File: config.mk
export PLATFORM = sky130hd
export DESIGN_NAME = jk_excitation_driver
export DESIGN_NICKNAME = d
export VERILOG_FILES = /design/src/rtl/jk_excitation_driver.sv
export SDC_FILE = /design/constraint.sdc
export NUM_CORES = 1
export LEC_CHECK = 0
export CAP_MARGIN = 0
export CELL_PAD_IN_SITES_DETAIL_PLACEMENT = 1
export CELL_PAD_IN_SITES_GLOBAL_PLACEMENT = 2
export CORE_UTILIZATION = 29
export CTS_CLUSTER_SIZE = 40
export DETAILED_ROUTE_END_ITERATION = 6
export PLACE_DENSITY_LB_ADDON = 0.1
export RECOVER_POWER = 100
export SLEW_MARGIN = 20
export SYNTH_ARGS = -nofsm -noshare
export SYNTH_HDL_FRONTEND = slang
export SYNTH_SLANG_ARGS = --single-unit
File: constraint.sdc
create_clock -name clk -period 1.5 [get_ports clk]
set_input_delay 0.3 -clock clk [delete_from_list [all_inputs] [get_ports clk]]
set_output_delay 0.3 -clock clk [all_outputs]
set_load 0.05 [all_outputs]
File: src/rtl/jk_excitation_driver.sv
// JK excitation driver: turns a target word into a one-cycle J/K drive for a JK
// flip-flop bank, then reads the bank back and flags bits that failed or drifted.
module jk_excitation_driver #(
  parameter int unsigned WIDTH      = 4,
  parameter bit          USE_TOGGLE = 1'b0
) (
  input  logic             clk,
  input  logic             reset_async,
  input  logic             in_valid,
  output logic             in_ready,
  input  logic [WIDTH-1:0] in_target,
  input  logic [WIDTH-1:0] q_fb,
  output logic [WIDTH-1:0] j,
  output logic [WIDTH-1:0] k,
  output logic             done,
  output logic             mismatch,
  output logic             hold_err,
  output logic [7:0]       err_count
);

  localparam int unsigned CntW = 8;

  typedef enum logic [1:0] {
    IDLE  = 2'd0,
    DRIVE = 2'd1,
    CHECK = 2'd2
  } state_e;

  state_e           state_q;
  logic [WIDTH-1:0] target_q;
  logic [WIDTH-1:0] q_ref_q;
  logic [WIDTH-1:0] j_q;
  logic [WIDTH-1:0] k_q;
  logic [WIDTH-1:0] j_d;
  logic [WIDTH-1:0] k_d;
  logic [WIDTH-1:0] diff;
  logic             in_ready_q;
  logic             done_q;
  logic             mismatch_q;
  logic             hold_err_q;
  logic [CntW-1:0]  err_count_q;
  logic [CntW-1:0]  err_count_d;

  // Excitation: only bits that must change get a drive; toggle mode uses J=K=1.
  always_comb begin
    diff = q_fb ^ in_target;
    if (USE_TOGGLE) begin
      j_d = diff;
      k_d = diff;
    end else begin
      j_d = diff & in_target;
      k_d = diff & q_fb;
    end
  end

  assign err_count_d = (err_count_q == {CntW{1'b1}}) ? err_count_q
                                                     : err_count_q + CntW'(1);

  always_ff @(posedge clk or posedge reset_async) begin
    if (reset_async) begin
      state_q     <= IDLE;
      target_q    <= '0;
      q_ref_q     <= '0;
      j_q         <= '0;
      k_q         <= '0;
      in_ready_q  <= 1'b0;
      done_q      <= 1'b0;
      mismatch_q  <= 1'b0;
      hold_err_q  <= 1'b0;
      err_count_q <= '0;
    end else begin
      done_q     <= 1'b0;
      mismatch_q <= 1'b0;
      hold_err_q <= 1'b0;
      case (state_q)
        IDLE: begin
          // The bank is undriven here, so any movement is a hold violation.
          if (q_fb != q_ref_q) begin
            hold_err_q  <= 1'b1;
            q_ref_q     <= q_fb;
            err_count_q <= err_count_d;
          end
          if (in_valid && in_ready_q) begin
            target_q   <= in_target;
            j_q        <= j_d;
            k_q        <= k_d;
            in_ready_q <= 1'b0;
            state_q    <= DRIVE;
          end else begin
            in_ready_q <= 1'b1;
            j_q        <= '0;
            k_q        <= '0;
          end
        end
        DRIVE: begin
          j_q     <= '0;
          k_q     <= '0;
          state_q <= CHECK;
        end
        CHECK: begin
          done_q     <= 1'b1;
          mismatch_q <= (q_fb != target_q);
          if (q_fb != target_q) begin
            err_count_q <= err_count_d;
          end
          // Track the real bank value so a failed bit is not re-flagged as drift.
          q_ref_q    <= q_fb;
          in_ready_q <= 1'b1;
          state_q    <= IDLE;
        end
        default: begin
          j_q        <= '0;
          k_q        <= '0;
          in_ready_q <= 1'b0;
          state_q    <= IDLE;
        end
      endcase
    end
  end

  assign in_ready  = in_ready_q;
  assign j         = j_q;
  assign k         = k_q;
  assign done      = done_q;
  assign mismatch  = mismatch_q;
  assign hold_err  = hold_err_q;
  assign err_count = err_count_q;

endmodule
==> results of run 1 <==
==> Yosys cell counts (2+ instances only) <==
cell type | instances | area (sq um)
a32o_1 | 8 | 80.08
buf_2 | 2 | 10.01
clkbuf_1 | 3 | 11.26
dfrtp_1 | 30 | 750.7
inv_1 | 9 | 33.78
mux2_1 | 5 | 56.30
nand2_1 | 7 | 26.28
nand3_1 | 2 | 10.01
nor2b_1 | 2 | 12.51
o2111ai_1 | 2 | 17.52
o211ai_2 | 2 | 25.02
o21ai_1 | 6 | 30.03
o41a_1 | 2 | 22.52
xnor2_1 | 6 | 52.55
xor2_1 | 8 | 70.07
==> area by class of cell <==
type	count	area [sq um]	share of cell area (%)
sequential	30	759.5	39.24
multi-input combinational	61	549.3	28.38
timing repair buffer	50	447.9	23.14
clock buffer	8	80.08	4.137
tap	52	65.06	3.361
inverter	9	33.78	1.745
==> state kept, by name (all words and copies together) (netlist names) <==
name	flops
j	4
err_count	8
in_ready	1
k	4
hold_err	1
done	1
q_ref_q	4
mismatch	1
target_q	4
state_q	2
==> cell families after synthesis <==
kind of cell	synth area share (%)
flip-flops	56.66
AO/OA/AOI/OAI	16.90
XOR/XNOR	9.254
adder cells (fa/ha/maj)	0.9441
buffers and inverters	5.004
multiplexers	5.382
AND/OR/NAND/NOR	5.855
==> path summary, 6_finish.rpt <==
path                              from           end  slack [ns]  cells past startpoint
min                               k[0]          k[0]        0.49                      1
min reg2reg                       k[0]          k[0]        0.49                      1
max reg2reg                target_q[0]  err_count[1]       -0.19                      4
min in group asynchronous  reset_async  err_count[2]        0.68                      3
max in group asynchronous  reset_async    state_q[0]        0.29                      3
max                        target_q[0]  err_count[1]       -0.19                      4
==> per-stage QoR <==
stage / TNS, ns / setup slack, ns / util (%) / hold slack (ns)
2_1_floorplan: -0.3712 / -0.1681 / - / 0.3903
3_3_place_gp: -5.522 / -0.6457 / 45.78 / 0.4861
3_5_place_dp: -5.862 / -0.6865 / 45.78 / 0.4945
4_1_cts: -1.364 / -0.2261 / 48.03 / 0.3650
5_1_grt: -2.037 / -0.2506 / 44.15 / 0.5135
6_report: -1.157 / -0.1882 / 44.15 / 0.4937
==> routing by layer <==
metal | global-route usage, % | wire [microns]
met5 | 0 | 0
met3 | 4.942 | 144
met2 | 21.79 | 1446
met1 | 19.96 | 1609
met4 | 6.803 | 59
==> critical path: stages (launching register included) <==
cell and delay [ns]:
dfrtp_1 0.38, xor2_1 0.15, o41a_1 0.50, o22ai_4 0.22, mux2_4 0.31
==> cells in the final DEF (no fill, tap or decap), types with 2 or more instances in the layout <==
cell	synthesis	routed
clkbuf_8	0	5
xor2_1	8	8
mux2_1	5	4
nand3_1	2	2
buf_12	0	6
nand2_1	7	7
o2111ai_2	0	2
buf_4	0	8
nor2b_1	2	2
o211ai_2	2	2
o21ai_1	6	3
xnor2_1	6	6
a32o_1	8	8
o21ai_0	0	2
dfrtp_2	0	7
buf_6	1	2
o41a_1	2	2
clkbuf_2	0	10
inv_1	9	9
clkbuf_1	3	11
dlymetal6s2s_1	0	5
dlygate4sd2_1	0	4
mux2_4	1	2
clkdlybuf4s50_1	0	5
dfrtp_1	30	23
==> power groups by stage <==
stage | clock, uW | combinational (uW) | sequential, uW
after global placement | 0 | 2420 | 1390
after detailed placement | 0 | 2460 | 1410
after floorplan | 0 | 788 | 1880
after CTS | 634 | 2520 | 1400
final | 609 | 2270 | 1350
after global routing | 667 | 2420 | 1390
==> what timing repair did <==
action / CTS / global route
endpoints found under the setup margin: 10 / 12
resized for setup: 7 / 7
setup buffers: 1 / 1
gates cloned: 0 / 1
pin swaps: 3 / 5
==> impl_metrics.toml, run 1 <==
[power]
p_comb_share_pct = 53.7
p_seq_share_pct = 31.9
switching_share_pct = 42.83
power_density_nw_per_um2 = 2180
ir_drop_uv = 909.1
internal_power_uw = 2412
p_clk_share_pct = 14.4
p_switching_uw = 1807
total_power_uw = 4220
p_leak_uw = 0.0009289

[run]
cap_violations = 0

[floorplanning]
chipHeight_microns = 69.60
die_w_microns = 69.60
io_pins = 31
coreArea_sq_um = 4384
initial_core_util_pct = 30.22
die_area_sq_um = 4843
fp-row-count = 24

[timing]
period_minus_slack_ns = 1.688
rsz0062_at_grt = "true"
slew_headroom_pct = 49.41
fmax_ghz = 0.5923
max_slew.worst_pin.slew_ns = 0.7589
finalSetupViolations = 10
maxSlewViolCount = 0
period_share_pct = 112.5
hold_viol_final = 0
fin_ws_ns = -0.1882
finClkSkew_ns = 0.002587

[cts]
cts_tree = "done"
htreeDepth = 2
cts_sinks = 30
insertion_delay_ns = 0.28
holdBufCountCts = 0
path_clk_slew_ns = 0.06
numCtsBuffers = 5
cts_root_buf = "clkbuf_8"
clock_path_buffers = 2

[worst_setup_path]
cp_max_fo = 3
startpoint_type = "register"
crit_path_end_kind = "register"
worstPathArrival_ns = 1.85
path_class = "register to register"
required_ns = 1.67

[yosys]
ys_ff_latch = 30
synth_flop_cell = "dfrtp_1"
synth_seq_area_share_pct = 56.66
syn_avg_cell_area_sq_um = 12.50
yosysUniqueCellTypes = 27
synth_cells = 106
syn_nets = 118
async_flop_share_pct = 100.0
yosys_warnings = 0
synth-edff-count = 0
netlist_area_sq_um = 1325

[cells_and_area]
antenna_cells = 0
nets = 169
fillCellCount = 481
area_delta_synth_final_pct = 46.08
fin_area_sq_um = 1936
final_cells = 210
drive_above_1_share_pct = 31.65

[grt]
grt_max_degree = 31
antenna_found_initial = 0
grt_usage_pct = 14.90
grt_pass1_wl_microns = 5430
grt_pass1_vias = 1092
grt_overflow = 0

[placement]
dpl.hpwl_microns = 2305
gp_congestion = 0.7069
dp.cells = 199
io_buffers = 30
placed_cell_area_sq_um = 2007

[detailed_routing]
firstDrtPassIters = 4
routed_wirelength_microns = 3260
vias = 992
drc = 0
post_drt_wl_per_cell_microns = 15.52
antenna_left = 0
drt-initial-drc-count = 32
via_per_inst = 4.724

[hold_path]
hold_path.class = "register to register"

[run_status]
status = "finished with violations"
violations = "negative setup slack"
Power figures use the tool's default switching activity.
==> run 2, diff against run 1 <==
--- a/config.mk
+++ b/config.mk
@@ -11,6 +11,7 @@
 export CORE_UTILIZATION = 29
 export CTS_CLUSTER_SIZE = 40
 export DETAILED_ROUTE_END_ITERATION = 6
+export GPL_ROUTABILITY_DRIVEN = 0
 export PLACE_DENSITY_LB_ADDON = 0.1
 export RECOVER_POWER = 100
 export SLEW_MARGIN = 20
==> results of run 2 <==
No change in the layout: final DEF, timing and power equal those of run 1.
